===== src/rtl/memory_access_stage.sv =====
// memory_access_stage
//   Memory stage of the five-stage pipeline. Issues RISC-V loads and stores
//   on a valid/ready data-memory bus, formats store byte lanes, extracts and
//   extends load data, stalls upstream while an access is outstanding, and
//   registers the writeback-side results.
//
// Ports
//   clock, reset                 rising-edge clock, synchronous active-high reset
//   address, storeData, func3    effective address, rs2 value, size/signedness
//   memoryReadEnable/WriteEnable load / store request from execute
//   writeBackFromMemoryOrAlu     1 = result is load data, 0 = ALU result
//   pcAdder                      PC+4 passthrough
//   memRequest*                  bus request channel (valid/ready)
//   memResponseValid/Data        bus read-response channel
//   stall                        freezes upstream pipeline registers and PC
//   writeBackDataOut, writeBackFromMemoryOrAluOut, pcAdderOut
//                                registered results toward writeback
//   accessFault                  one-cycle pulse on illegal access or timeout
module memory_access_stage #(
    parameter int unsigned MAX_WAIT_CYCLES = 15
) (
    input  logic        clock,
    input  logic        reset,
    input  logic [31:0] address,
    input  logic [31:0] storeData,
    input  logic [2:0]  func3,
    input  logic        memoryReadEnable,
    input  logic        memoryWriteEnable,
    input  logic        writeBackFromMemoryOrAlu,
    input  logic [31:0] pcAdder,
    output logic        memRequestValid,
    input  logic        memRequestReady,
    output logic        memRequestWrite,
    output logic [31:0] memRequestAddress,
    output logic [31:0] memRequestWriteData,
    output logic [3:0]  memRequestByteEnable,
    input  logic        memResponseValid,
    input  logic [31:0] memResponseData,
    output logic        stall,
    output logic [31:0] writeBackDataOut,
    output logic        writeBackFromMemoryOrAluOut,
    output logic [31:0] pcAdderOut,
    output logic        accessFault
);

    localparam int unsigned CW = $clog2(MAX_WAIT_CYCLES + 1);

    typedef enum logic [1:0] {IDLE, REQUEST, WAIT_RESPONSE, DONE} state_t;

    state_t        state, stateNext;
    logic [CW-1:0] waitCount;
    logic [2:0]    func3Q;
    logic [1:0]    offsetQ;
    logic [31:0]   loadData;

    logic          accessRequested, accessLegal, accessIllegal;
    logic          funcLegal, alignLegal;
    logic [31:0]   laneData;
    logic [3:0]    laneEnable;
    logic [7:0]    loadByte;
    logic [15:0]   loadHalf;
    logic [31:0]   extracted;
    logic          handshake, responseTaken, timeout, abort;

    // Access legality, decoded from the execute-stage inputs.
    always_comb begin
        accessRequested = memoryReadEnable | memoryWriteEnable;
        if (memoryWriteEnable)
            funcLegal = func3 inside {3'b000, 3'b001, 3'b010};
        else
            funcLegal = func3 inside {3'b000, 3'b001, 3'b010, 3'b100, 3'b101};
        case (func3[1:0])
            2'b01:   alignLegal = ~address[0];
            2'b10:   alignLegal = (address[1:0] == 2'b00);
            default: alignLegal = 1'b1;
        endcase
        accessLegal   = accessRequested && !(memoryReadEnable && memoryWriteEnable)
                        && funcLegal && alignLegal;
        accessIllegal = accessRequested && !accessLegal;
    end

    // Store lane replication and byte enables.
    always_comb begin
        case (func3)
            3'b000: begin
                laneData   = {4{storeData[7:0]}};
                laneEnable = 4'b0001 << address[1:0];
            end
            3'b001: begin
                laneData   = {2{storeData[15:0]}};
                laneEnable = 4'b0011 << address[1:0];
            end
            default: begin
                laneData   = storeData;
                laneEnable = 4'b1111;
            end
        endcase
    end

    // Load extraction uses the func3/offset captured at issue, not the live inputs.
    always_comb begin
        case (offsetQ)
            2'd0:    loadByte = memResponseData[7:0];
            2'd1:    loadByte = memResponseData[15:8];
            2'd2:    loadByte = memResponseData[23:16];
            default: loadByte = memResponseData[31:24];
        endcase
        loadHalf = offsetQ[1] ? memResponseData[31:16] : memResponseData[15:0];
        case (func3Q)
            3'b000:  extracted = {{24{loadByte[7]}}, loadByte};
            3'b100:  extracted = {24'h0, loadByte};
            3'b001:  extracted = {{16{loadHalf[15]}}, loadHalf};
            3'b101:  extracted = {16'h0, loadHalf};
            default: extracted = memResponseData;
        endcase
    end

    always_comb begin
        handshake     = (state == REQUEST) && memRequestReady;
        responseTaken = (state == WAIT_RESPONSE) && memResponseValid;
        // >= rather than == so a load accepted on the final cycle still times out in WAIT_RESPONSE.
        timeout       = ((state == REQUEST) || (state == WAIT_RESPONSE))
                        && (waitCount >= CW'(MAX_WAIT_CYCLES - 1));
        abort         = timeout && !handshake && !responseTaken;
        memRequestValid = (state == REQUEST);

        stateNext = state;
        stall     = 1'b0;
        case (state)
            IDLE: begin
                stall = accessLegal;
                if (accessLegal)
                    stateNext = REQUEST;
            end
            REQUEST: begin
                stall = 1'b1;
                if (handshake)
                    stateNext = memRequestWrite ? DONE : WAIT_RESPONSE;
                else if (timeout)
                    stateNext = DONE;
            end
            WAIT_RESPONSE: begin
                stall = 1'b1;
                if (responseTaken || timeout)
                    stateNext = DONE;
            end
            default: stateNext = IDLE;
        endcase
    end

    always_ff @(posedge clock) begin
        if (reset) begin
            state                       <= IDLE;
            waitCount                   <= '0;
            func3Q                      <= '0;
            offsetQ                     <= '0;
            loadData                    <= '0;
            memRequestWrite             <= 1'b0;
            memRequestAddress           <= '0;
            memRequestWriteData         <= '0;
            memRequestByteEnable        <= '0;
            writeBackDataOut            <= '0;
            writeBackFromMemoryOrAluOut <= 1'b0;
            pcAdderOut                  <= '0;
            accessFault                 <= 1'b0;
        end else begin
            state <= stateNext;

            if (state == IDLE)
                waitCount <= '0;
            else if (stall && (waitCount != CW'(MAX_WAIT_CYCLES)))
                waitCount <= waitCount + 1'b1;

            if (state == IDLE && accessLegal) begin
                memRequestAddress    <= {address[31:2], 2'b00};
                memRequestWrite      <= memoryWriteEnable;
                memRequestWriteData  <= memoryWriteEnable ? laneData : '0;
                memRequestByteEnable <= memoryWriteEnable ? laneEnable : 4'b0000;
                func3Q               <= func3;
                offsetQ              <= address[1:0];
                // Cleared at issue so a timed-out load leaves a zero result.
                loadData             <= '0;
            end else if (responseTaken) begin
                loadData <= extracted;
            end

            accessFault <= ((state == IDLE) && accessIllegal) || abort;

            if (!stall) begin
                if (state == IDLE && accessIllegal)
                    writeBackDataOut <= '0;
                else if (state == DONE && memoryReadEnable && writeBackFromMemoryOrAlu)
                    writeBackDataOut <= loadData;
                else
                    writeBackDataOut <= address;
                writeBackFromMemoryOrAluOut <= writeBackFromMemoryOrAlu;
                pcAdderOut                  <= pcAdder;
            end
        end
    end

endmodule


===== config.mk =====
export PLATFORM = sky130hd
export DESIGN_NAME = memory_access_stage
export DESIGN_NICKNAME = d
export VERILOG_FILES = /design/src/rtl/memory_access_stage.sv
export SDC_FILE = /design/constraint.sdc
export NUM_CORES = 1
export LEC_CHECK = 0
export BUFFER_PORTS_ARGS = -buffer_cell sky130_fd_sc_hd__buf_4
export CORE_ASPECT_RATIO = 0.7
export CORE_UTILIZATION = 50
export DETAILED_ROUTE_END_ITERATION = 6
export PLACE_DENSITY = 0.78
export SYNTH_ARGS = -nofsm -noshare
export SYNTH_HDL_FRONTEND = slang
export SYNTH_SLANG_ARGS = --single-unit

===== constraint.sdc =====
create_clock -name clock -period 2.26 [get_ports clock]
set_input_delay 0 -clock clock [delete_from_list [all_inputs] [get_ports clock]]
set_output_delay 0 -clock clock [all_outputs]
set_load 0.02 [all_outputs]

==> results_tabular.tex <==
\begin{tabular}{lr}
\hline
Metric & Value \\
\hline
\multicolumn{2}{l}{\textbf{Setup path}} \\
Required time worst endpoint & 2.26 ns \\
Count of buffering cells on the critical path with inverters included & 5 \\
Kind of start point of the critical path & flop \\
Worst endpoint data arrival time & 2.19 ns \\
Classification of the worst setup path & flop to output port \\
Cell class contributing the biggest share of worst-path delay & compound AO/OA/AOI/OAI gates \\
Number of cells on the worst reg-to-reg path & 10 \\
Cells traversed along the worst timing path & inv\_1, ha\_2, inv\_2, a211o\_1, o31a\_1, bufinv\_8, buf\_12, buf\_6 \\
Number of gates on the worst path with buffers counted & 8 \\
Highest cell delay on the worst timing path & approximately 0.34 ns \\
Cell with the biggest individual delay on the critical path & sky130\_fd\_sc\_hd\_\_dfxtp\_2 \\
Highest net fanout along the worst path & 11 \\
Crit path capture type & output port \\
\multicolumn{2}{l}{\textbf{STA}} \\
Post-layout minimum cycle time & 2.19 ns \\
Fmax achieved & 0.457 GHz \\
Hold violation count in the final report & 0 \\
Summed negative setup slack over all endpoints & 0 ns \\
Setup violators final & 0 \\
Worst hold slack & 0.0305 ns \\
Final worst path period share & around 97\% \\
Max transition margin & just under 60\% \\
Final Skew & 0.0112 ns \\
Count of final max-slew check failures & 0 \\
Transition time at the pin with the least slew margin & between 0.6 and 0.7 ns \\
\multicolumn{2}{l}{\textbf{Synthesis}} \\
Number of distinct library cells after synthesis & 51 \\
Sequential-to-total area share from yosys stat & 46.4\% \\
Cell area after synthesis & between 0.007 and 0.008 sq mm \\
Synth warn & 0 \\
Cell type with the highest aggregate area in the netlist & sky130\_fd\_sc\_hd\_\_dfxtp\_1 \\
Dominant combinational cell family by area after synthesis & simple AND/OR/NAND/NOR gates \\
Parity-gate share of the synthesized area counting xor and xnor cells & 0\% \\
Post-synthesis adder-cell area fraction & 1.65\% \\
Top\_reg\_cell synth & sky130\_fd\_sc\_hd\_\_dfxtp\_1 \\
Post-synthesis mux area share & 6.99\% \\
Number of enable flip-flop cells after synthesis & 0 \\
Post-synthesis compound-gate area fraction & 19.3\% \\
Area fraction in and, or, nand and nor cells after synthesis & 20.0\% \\
Syn avg cell area & around 8.5 sq um \\
Ys async rst share & 0\% \\
Cells after Synth & 892 \\
Synth top area share & 46.4\% \\
Cell types with the largest area share after synthesis & sky130\_fd\_sc\_hd\_\_dfxtp\_1 46\%, sky130\_fd\_sc\_hd\_\_nand2\_1 9.7\%, sky130\_fd\_sc\_hd\_\_a21oi\_1 7.5\% \\
Number of flip-flops and latches in the synthesized netlist & 176 \\
\multicolumn{2}{l}{\textbf{Floorplanning}} \\
Standard cell core area & 0.0148 sq mm \\
Chip Height & 105 microns \\
Effective utilization at floorplan & between 50 and 60\% \\
Number of rows in the core area & 37 \\
Number of primary I/O pins & 275 \\
Horizontal die dimension & between 100 and 150 microns \\
Die Footprint & 0.0157 sq mm \\
\multicolumn{2}{l}{\textbf{Clock network}} \\
Maximum level of the CTS H-tree & 4 \\
Clock sink count & roughly 180 \\
Root buf cell & sky130\_fd\_sc\_hd\_\_clkbuf\_16 \\
Longest Clk Path Bufs & 2 \\
Total CTS buffers & 17 \\
Latest clock arrival within the worst-skew pair & around 0.43 ns \\
Clock-pin slew on the worst setup and hold paths & about 0.070 ns \\
CTS tree & yes \\
\multicolumn{2}{l}{\textbf{Placement}} \\
Count of input and output buffers & 272 \\
Number of cells in the design after placement & 1312 \\
Placed cell areas & between 0.009 and 0.01 sq mm \\
GPL Wtd Cong & slightly above 0.9 \\
Detailed placer's ending HPWL & roughly 16 mm \\
\multicolumn{2}{l}{\textbf{Pwr}} \\
Leak pwr & 5.22 nW \\
Switch Pwr & 0.00264 W \\
Power share of the clock group & 34.2\% \\
Switching Share & just over 30\% \\
Cell-internal power & about 0.006 W \\
Register share of total power & 39.9\% \\
Max VDD drop & 0.567 mV \\
Power density of the placed cells & 735 mW/mm\^{}2 \\
Relative contribution of combinational cells to total power & 25.8\% \\
\multicolumn{2}{l}{\textbf{Route}} \\
Number of design rule violations left after detail routing & 0 \\
DRC violation total after the first TritonRoute iteration & $\sim$630 \\
TritonRoute pass-1 iters & 5 \\
Detailed-route wire length per cell & between 15 and 20 microns \\
Ratio of routed vias to standard cells & 5.45 \\
Post-route ant nets & 0 \\
Detailed Route WL & 25.9 mm \\
Number of vias after detailed routing & 8067 \\
\multicolumn{2}{l}{\textbf{Final layout}} \\
Synth-to-Final Area Change & 55.1\% \\
Diodes inserted & 0 \\
Post-layout net count & between 1k and 1.5k \\
Sequential cell area & 0.00353 sq mm \\
Fillers & 944 \\
Post-route cell area & 0.0118 sq mm \\
Area occupied by multi-input gates & about 0.0037 sq mm \\
Non-filler cells, final & 1480 \\
Fraction of layout instances using a drive strength above 1 & 28.4\% \\
\multicolumn{2}{l}{\textbf{Status}} \\
Result of the run & finished clean \\
\multicolumn{2}{l}{\textbf{Global route}} \\
Global-route track usage on met3 & 7.64\% \\
Number of global-route vias before repair & just under 8k \\
Total routing usage reported by global routing & between 30\% and 40\% \\
Gr ovfl total & 0 \\
Most utilized layer in the global route result & met2 \\
Initial antenna violation count & 0 \\
Met2 usage & 52.6\% \\
Maximum number of pins on one net before global-route repair & 56 \\
Global-route wire length before repair & roughly 40 mm \\
Met1 usage & 41.5\% \\
\multicolumn{2}{l}{\textbf{Run}} \\
Number of violations of the max-capacitance limit & 0 \\
\multicolumn{2}{l}{\textbf{Worst hold path}} \\
Worst hold path stage count & 4 \\
Worst hold path class & input port to flop \\
\hline
\end{tabular}
## Yosys cell counts (2+ instances only)
library cell and instances:
sky130_fd_sc_hd__inv_1 14, sky130_fd_sc_hd__a211oi_1 21, sky130_fd_sc_hd__mux2_2 6, sky130_fd_sc_hd__clkbuf_1 54, sky130_fd_sc_hd__o31a_1 2, sky130_fd_sc_hd__dfxtp_1 176
sky130_fd_sc_hd__a32o_1 16, sky130_fd_sc_hd__nand2b_1 22, sky130_fd_sc_hd__buf_2 11, sky130_fd_sc_hd__buf_1 2, sky130_fd_sc_hd__nand3_1 4, sky130_fd_sc_hd__o22ai_1 3
sky130_fd_sc_hd__a22o_1 14, sky130_fd_sc_hd__nand2_1 196, sky130_fd_sc_hd__nor2b_1 2, sky130_fd_sc_hd__buf_4 3, sky130_fd_sc_hd__a31oi_1 4, sky130_fd_sc_hd__and2_1 3
sky130_fd_sc_hd__buf_6 4, sky130_fd_sc_hd__nor3b_1 4, sky130_fd_sc_hd__mux2i_1 44, sky130_fd_sc_hd__nor4_1 4, sky130_fd_sc_hd__buf_8 2, sky130_fd_sc_hd__o211ai_1 5
sky130_fd_sc_hd__or3_1 40, sky130_fd_sc_hd__a21oi_1 114, sky130_fd_sc_hd__and4b_1 2, sky130_fd_sc_hd__a221o_1 8, sky130_fd_sc_hd__a221oi_1 3, sky130_fd_sc_hd__ha_1 10
sky130_fd_sc_hd__o2bb2ai_1 8, sky130_fd_sc_hd__o21ai_0 17, sky130_fd_sc_hd__a21oi_2 3, sky130_fd_sc_hd__nor2_1 36, sky130_fd_sc_hd__nor3_1 19
## power groups by stage
stage	registers, W	logic (W)	clock network [W]
after floorplan	0.00374	0.000873	0
final	0.00345	0.00224	0.00296
after CTS	0.00345	0.00208	0.00299
after global placement	0.00351	0.00184	0
after detailed placement	0.00352	0.00187	0
after global routing	0.00348	0.00239	0.00313
## cell type report
class / instances / share of cell area, %
multi-input cells: 626 / 31.3
repair buffers: 434 / 31.0
inverters: 15 / 0.595
repair inverters: 2 / 0.0956
clock buffers: 20 / 3.71
flip-flops and latches: 176 / 29.9
well taps: 195 / 2.07
clock inverters: 12 / 1.26
## state kept, by name, indices dropped and copies added, names as in the netlist
signal and count:
memRequestWrite 1, offsetQ 2, memRequestAddress 30, memRequestByteEnable 4
writeBackDataOut 32, waitCount 4, pcAdderOut 32, memRequestWriteData 32
state 2, accessFault 1, func3Q 3, writeBackFromMemoryOrAluOut 1
loadData 32
## repair_timing
item	in CTS	in global routing
endpoints found under the setup margin	1	3
gates cloned	1	2
hold buffers	125	0
gates resized for setup	1	5
endpoints found under the hold margin	133	0
buffers inserted	1	7
pin swaps	1	2
## worst min-delay path: cells and delay by family
| family | cells | cell delay [ns] |
|---|---|---|
| AND/OR/NAND/NOR | 2 | 0.24 |
| buffers and inverters | 1 | 0.09 |
| AO/OA/AOI/OAI | 1 | 0.07 |
## stage by stage
stage | total power, W | util [%] | setup WS (ns)
3_5_place_dp | 0.00539 | 66.5 | 0.122
3_3_place_gp | 0.00535 | 66.5 | 0.215
4_1_cts | 0.00852 | 79.1 | 0.000267
5_1_grt | 0.00900 | 79.8 | -0.00116
6_report | 0.00866 | 79.8 | 0.0697
2_1_floorplan | 0.00461 | - | 0.371
## logic make-up after synthesis
family                   after synthesis
AND/OR/NAND/NOR                      337
flip-flops                           176
adder cells (fa/ha/maj)               10
buffers and inverters                 91
other                                  1
multiplexers                          51
AO/OA/AOI/OAI                        226
## per-layer routing
layer,part of all wire [%],vias up
li1,-,3875
met1,43,3779
met2,46,359
met3,8.4,54
met4,2.0,0
met5,0,-
## placed cells by master (no fill, tap or decap), types with 18 or more instances in the layout
cell type,synthesis,routed
sky130_fd_sc_hd__a211oi_1,21,20
sky130_fd_sc_hd__a21oi_1,114,114
sky130_fd_sc_hd__buf_4,3,302
sky130_fd_sc_hd__clkbuf_16,0,18
sky130_fd_sc_hd__dfxtp_1,176,174
sky130_fd_sc_hd__dlygate4sd3_1,0,125
sky130_fd_sc_hd__mux2i_1,44,44
sky130_fd_sc_hd__nand2_1,196,196
sky130_fd_sc_hd__nand2b_1,22,22
sky130_fd_sc_hd__nor2_1,36,35
sky130_fd_sc_hd__nor3_1,19,18
sky130_fd_sc_hd__or3_1,40,40
## final timing paths
kind,startpoint,end,slack (ns)
max,state[0],stall,0.07
min,memResponseData[15],loadData[15],0.03
min reg2reg,pcAdderOut[0],pcAdderOut[0],0.45
max reg2reg,state[0],pcAdderOut[4],0.09
Power figures use the tool's default switching activity.
